$ cat src/rtl/l17_mat_ctrl.sv
// Chunk/output-group/pixel sequencer for the layer-17 16x16 MAC array, plus delayed BRAM2 write strobe.
// Issues one chunk per cycle in RUN, then drains the adder-tree pipeline before pulsing done.
module l17_mat_ctrl #(
   parameter int N_CHUNK  = 4,
   parameter int N_OG     = 4,
   parameter int N_PIX    = 64,
   parameter int PIPE_LAT = 3,
   parameter int AW       = 12
) (
   input  logic          clk,
   input  logic          rst,
   input  logic          start,
   output logic          busy,
   output logic          done,
   output logic [AW-1:0] rd_addr,
   output logic [AW-1:0] w_addr,
   output logic [AW-1:0] bias_addr,
   output logic          load,
   output logic [2:0]    U,
   output logic [2:0]    u_Reg1,
   output logic          wr_en,
   output logic [AW-1:0] wr_addr
);

   localparam int OGW = (N_OG  > 1) ? $clog2(N_OG)  : 1;
   localparam int PXW = (N_PIX > 1) ? $clog2(N_PIX) : 1;

   typedef enum logic [1:0] {
      S_IDLE  = 2'd0,
      S_RUN   = 2'd1,
      S_DRAIN = 2'd2,
      S_DONE  = 2'd3
   } state_t;

   state_t          r_state;
   state_t          w_state_n;

   logic [2:0]      r_chunk;
   logic [OGW-1:0]  r_og;
   logic [PXW-1:0]  r_pix;
   logic [3:0]      r_dcnt;

   logic [2:0]      w_chunk_n;
   logic [OGW-1:0]  w_og_n;
   logic [PXW-1:0]  w_pix_n;
   logic [3:0]      w_dcnt_n;

   logic            r_busy;
   logic            r_done;
   logic [AW-1:0]   r_rd_addr;
   logic [AW-1:0]   r_w_addr;
   logic [AW-1:0]   r_bias_addr;
   logic            r_load;
   logic [2:0]      r_u;
   logic [2:0]      r_u_reg1;
   logic            r_wr_en;
   logic [AW-1:0]   r_wr_addr;

   logic            w_busy_n;
   logic            w_done_n;
   logic [AW-1:0]   w_rd_addr_n;
   logic [AW-1:0]   w_w_addr_n;
   logic [AW-1:0]   w_bias_addr_n;
   logic            w_load_n;
   logic [2:0]      w_u_n;
   logic            w_issue;
   logic            w_last_issue;
   logic            w_pv_in;
   logic [AW-1:0]   w_pa_in;

   // Write-pipeline stage 0 lines up with the issue cycle; wr_en is one register past the last stage.
   logic            r_pv [PIPE_LAT];
   logic [AW-1:0]   r_pa [PIPE_LAT];

   assign w_last_issue = (r_chunk == 3'(N_CHUNK - 1)) &&
                         (r_og    == OGW'(N_OG - 1))  &&
                         (r_pix   == PXW'(N_PIX - 1));

   // State register
   always_ff @(posedge clk) begin
      if (rst) begin
         r_state <= S_IDLE;
      end else begin
         r_state <= w_state_n;
      end
   end

   // Next-state logic
   always_comb begin
      w_state_n = r_state;
      case (r_state)
         S_IDLE:  if (start)                          w_state_n = S_RUN;
         S_RUN:   if (w_last_issue)                   w_state_n = S_DRAIN;
         S_DRAIN: if (r_dcnt == 4'(PIPE_LAT - 1))     w_state_n = S_DONE;
         S_DONE:                                      w_state_n = S_IDLE;
         default:                                     w_state_n = S_IDLE;
      endcase
   end

   // Output logic: next values for the counters and the registered outputs
   always_comb begin
      w_chunk_n = '0;
      w_og_n    = '0;
      w_pix_n   = '0;
      if (r_state == S_RUN && w_state_n == S_RUN) begin
         w_chunk_n = r_chunk;
         w_og_n    = r_og;
         w_pix_n   = r_pix;
         if (r_chunk == 3'(N_CHUNK - 1)) begin
            w_chunk_n = '0;
            if (r_og == OGW'(N_OG - 1)) begin
               w_og_n  = '0;
               w_pix_n = r_pix + PXW'(1);
            end else begin
               w_og_n  = r_og + OGW'(1);
            end
         end else begin
            w_chunk_n = r_chunk + 3'd1;
         end
      end

      w_issue  = (w_state_n == S_RUN);
      w_dcnt_n = (r_state == S_DRAIN) ? r_dcnt + 4'd1 : 4'd0;
      w_busy_n = (w_state_n == S_RUN) || (w_state_n == S_DRAIN);
      w_done_n = (w_state_n == S_DONE);

      w_rd_addr_n   = r_rd_addr;
      w_w_addr_n    = r_w_addr;
      w_bias_addr_n = r_bias_addr;
      w_load_n      = 1'b0;
      w_u_n         = 3'd0;
      if (w_issue) begin
         w_rd_addr_n   = AW'(w_pix_n) * AW'(N_CHUNK) + AW'(w_chunk_n);
         w_w_addr_n    = AW'(w_og_n)  * AW'(N_CHUNK) + AW'(w_chunk_n);
         w_bias_addr_n = AW'(w_og_n);
         w_load_n      = (w_chunk_n == 3'd0);
         w_u_n         = w_chunk_n;
      end

      w_pv_in = w_issue && (w_chunk_n == 3'(N_CHUNK - 1));
      w_pa_in = AW'(w_pix_n) * AW'(N_OG) + AW'(w_og_n);
   end

   always_ff @(posedge clk) begin
      if (rst) begin
         r_chunk     <= '0;
         r_og        <= '0;
         r_pix       <= '0;
         r_dcnt      <= '0;
         r_busy      <= 1'b0;
         r_done      <= 1'b0;
         r_rd_addr   <= '0;
         r_w_addr    <= '0;
         r_bias_addr <= '0;
         r_load      <= 1'b0;
         r_u         <= '0;
         r_u_reg1    <= '0;
         r_wr_en     <= 1'b0;
         r_wr_addr   <= '0;
         for (int i = 0; i < PIPE_LAT; i++) begin
            r_pv[i] <= 1'b0;
            r_pa[i] <= '0;
         end
      end else begin
         r_chunk     <= w_chunk_n;
         r_og        <= w_og_n;
         r_pix       <= w_pix_n;
         r_dcnt      <= w_dcnt_n;
         r_busy      <= w_busy_n;
         r_done      <= w_done_n;
         r_rd_addr   <= w_rd_addr_n;
         r_w_addr    <= w_w_addr_n;
         r_bias_addr <= w_bias_addr_n;
         r_load      <= w_load_n;
         r_u         <= w_u_n;
         r_u_reg1    <= r_u;
         r_pv[0]     <= w_pv_in;
         r_pa[0]     <= w_pa_in;
         for (int i = 1; i < PIPE_LAT; i++) begin
            r_pv[i] <= r_pv[i-1];
            r_pa[i] <= r_pa[i-1];
         end
         r_wr_en <= r_pv[PIPE_LAT-1];
         if (r_pv[PIPE_LAT-1]) begin
            r_wr_addr <= r_pa[PIPE_LAT-1];
         end
      end
   end

   assign busy      = r_busy;
   assign done      = r_done;
   assign rd_addr   = r_rd_addr;
   assign w_addr    = r_w_addr;
   assign bias_addr = r_bias_addr;
   assign load      = r_load;
   assign U         = r_u;
   assign u_Reg1    = r_u_reg1;
   assign wr_en     = r_wr_en;
   assign wr_addr   = r_wr_addr;

endmodule
$ cat config.mk
export PLATFORM = sky130hd
export DESIGN_NAME = l17_mat_ctrl
export DESIGN_NICKNAME = d
export VERILOG_FILES = /design/src/rtl/l17_mat_ctrl.sv
export SDC_FILE = /design/constraint.sdc
export NUM_CORES = 1
export LEC_CHECK = 0
export CORE_MARGIN = 2
export CORE_UTILIZATION = 30
export DETAILED_ROUTE_END_ITERATION = 10
export PLACE_DENSITY = 0.55
export SYNTH_ARGS = -nofsm -noshare
export SYNTH_HDL_FRONTEND = slang
export SYNTH_SLANG_ARGS = --single-unit
$ cat constraint.sdc
create_clock -name clk -period 2.8 [get_ports clk]
set_clock_uncertainty 0.1 [all_clocks]
set_input_delay 0.28 -clock clk [delete_from_list [all_inputs] [get_ports clk]]
set_output_delay 0.28 -clock clk [all_outputs]
set_load 0.02 [all_outputs]
==> impl_metrics.toml <==
[outcome]
status = "finished, final reports clean"

[clocking]
cts_made_buffers = 9
clk_latency_ns = 0.35
cts_tree = "yes"
numClockSinks = 68
clkTransAtPathRegs_ns = 0.07
htreeDepth = 3
clock_path_buffers = 2
cts_root_buffer = "clkbuf_8"

[critical_path]
crit_chain = "ha_4 > nand4b_4 > nor3_4 > o22ai_2 > ha_4 > inv_2 > nor2_4 > and3_4 > ha_4 > ha_4 > or3_1 > a311oi_1"
crit_top_cell = "ha_4"
r2r_slack_ns = 0.16
worstPathRequired_ns = 2.96
setup.worst_path.end = "rd_addr[4]"
critical_path_buf_inv_count = 1
startpoint = "r_chunk[0]"
critPathLaunchType = "flip-flop"
max_stage_delay_ns = 0.38
rr_startpoint = "r_chunk[0]"
cp_num_cells = 12
critPathSlowestCell = "dfxtp_1"
cp_max_fo = 5
r2r_cells = 12
crit_type = "reg -> reg"
critPathTopFamily = "simple AND/OR/NAND/NOR gates"
cp-end-kind = "flip-flop"
cp.arrival_ns = 2.80
r2r_end = "rd_addr[4]"

[timing]
hold_violations = 0
hold-worst-slack_ns = 0.305
rsz0062_at_grt = "no"
relSlewSlack_pct = 62.7
fin_crit_sh_pct = 94.3
worstMarginPinSlew_ns = 0.560
min_period_ns = 2.64
report.final.setup_viol = 0
drv_slew = 0
max_clock_freq_mhz = 379

[yosys]
synth_top_cells_by_count = "68 x dfxtp_1, 39 x nor2_1, 26 x buf_4, 26 x nor2b_1, 17 x mux2i_1"
synth.avg_cell_area_um2 = 9.90
yosys_warnings = 0
synth_most_common_cell = "dfxtp_1"
netlist.area_leader.share_pct = 49.3
ys_seq_elements = 68
yosys.area.top_type = "dfxtp_1"
syn_inst = 279
synthTopCellsByArea = "dfxtp_1 49%, buf_4 7.1%, mux2i_1 6.2%"
async_reset_ff_share_pct = 0
synth_edf_count = 0
ys_types = 42
yosys_most_used_dff = "dfxtp_1"
synthesis.area_um2 = 2760
yosysSeqAreaShare_pct = 49.3

[placement]
port_buffers = 36
routabilityCongestion = 0.811
place_area_um2 = 3400
dp_hpwl_um = 3970

[run]
maxCapViolCount = 0

[drt]
num_vias = 1949
first_pass_iters = 4
ant_nets = 0
drc = 0
totalWireLength_um = 5250
wl_per_cell_um = 11.5
drtIter0Drc = 51
vias_per_cell = 4.26

[power_and_ir_drop]
p_switching_uw = 492
clkPwrFrac_pct = 46.2
power.density_nw_per_um2 = 577
swShare_pct = 23.1
p_seq_share_pct = 46.3
power_frac_comb_pct = 7.5
vdd_drop_max_v = 0.000256
p_leak_nw = 1.55
p_int_mw = 1.64

[die]
die_w_um = 99.9
die-area_um2 = 9990
coreArea_um2 = 9060
start_util_pct = 30.5
die_h_um = 99.9
rows = 35
ios = 61

[layout]
final_cell_area_um2 = 3690
antenna_cells = 0
drive_gt1_share_pct = 20.7
utilization_pct = 40.7
area_growth_pct = 33.6
nNetsFinal = 356

[worst_hold_path]
min_path_type = "in -> reg"
holdPathStages = 2

[global_routing]
grt_pass1_wl_um = 8780
overflow = 0
grt.total_usage_pct = 11.4
grt_pass1_vias = 1884
antenna_found_initial = 0
grt_max_degree = 33
[sequential cells by signal (all words and copies together) (netlist names)]
register,flops
r_pa,17
wr_addr,8
rd_addr,7
r_pix,6
w_addr,5
r_dcnt,4
U,3
r_chunk,3
r_pv,3
u_Reg1,3
bias_addr,2
r_state,2
busy,1
done,1
load,1
r_og,1
wr_en,1
[power groups by stage]
| stage | sequential [mW] | combinational [mW] | clock [mW] |
|---|---|---|---|
| after detailed placement | 1.01 | 0.154 | 0 |
| final | 0.986 | 0.160 | 0.983 |
| after CTS | 0.986 | 0.157 | 1.01 |
| after floorplan | 1.02 | 0.114 | 0 |
| after global routing | 0.987 | 0.176 | 1.06 |
| after global placement | 1.01 | 0.153 | 0 |
[worst min-delay path by stage]
stage	start	end	slack [ns]
floorplan	r_pa[1][0]	r_pa[2][0]	0.31
global placement	r_pa[1][3]	r_pa[2][3]	0.32
detailed placement	r_pa[1][2]	r_pa[2][2]	0.32
CTS	rst	wr_addr[6]	0.31
global route	rst	wr_addr[7]	0.33
finish	rst	r_pa[1][7]	0.31
[layout by cell type (no fill, tap or decap), types with 3 or more instances in the layout]
| cell | n |
|---|---|
| nand3_1 | 3 |
| nor2b_1 | 26 |
| o21ai_0 | 5 |
| bufinv_16 | 3 |
| buf_4 | 30 |
| a211oi_1 | 3 |
| nor3_1 | 7 |
| nand2_1 | 5 |
| clkdlybuf4s50_1 | 35 |
| nand2b_1 | 4 |
| conb_1 | 24 |
| a21oi_1 | 4 |
| ha_1 | 5 |
| dfxtp_1 | 67 |
| mux2i_1 | 17 |
| inv_1 | 7 |
| xnor2_1 | 4 |
| or3_1 | 4 |
| ha_4 | 4 |
| nor2_1 | 36 |
| xor2_1 | 3 |
| clkbuf_8 | 9 |
[stage by stage]
| stage | setup TNS [ns] | std cells | total power, mW | worst slack, ns |
|---|---|---|---|---|
| detailed placement | -0.0850 | 440 | 1.16 | -0.0711 |
| global placement | 0 | 440 | 1.16 | 0.00431 |
| CTS | 0 | 456 | 2.15 | 0.0348 |
| global route | 0 | 458 | 2.22 | 0.00951 |
| finish | 0 | 458 | 2.13 | 0.158 |
| floorplan | 0 | 302 | 1.13 | 0.00472 |
[cell type report]
cell class                 count  area [um2]
inverter                       8        30.0
clock buffer                   9         124
fill                         916        5380
clock inverter                 7         124
multi-input combinational    189        1330
timing repair buffer          66         581
tap                          111         139
sequential                    68        1360
[layer usage]
layer	global-route usage (%)	wire length [um]	vias up
li1	-	-	998
met1	14.1	2400	897
met2	17.9	2520	44
met3	4.46	240	10
met4	4.43	91	0
met5	0	0	-
[logic make-up (layout without fill, tap and decap cells)]
family | Yosys count | after routing | synth area share, %
simple gates | 106 | 106 | 21.7
flops | 68 | 68 | 49.3
buf+inv | 45 | 90 | 9.74
compound gates | 23 | 23 | 5.39
mux | 17 | 17 | 6.16
fa+ha+maj | 12 | 12 | 5.35
xor+xnor | 7 | 7 | 2.22
other cells | 1 | 24 | 0.136
[timing repair]
action	in CTS	in global routing
buffers inserted	0	2
hold endpoints to repair	0	0
resized for setup	1	5
endpoints found under the setup margin	1	6
hold buffers	0	0
pin swaps	0	5
(Power assumes the default switching activity.)
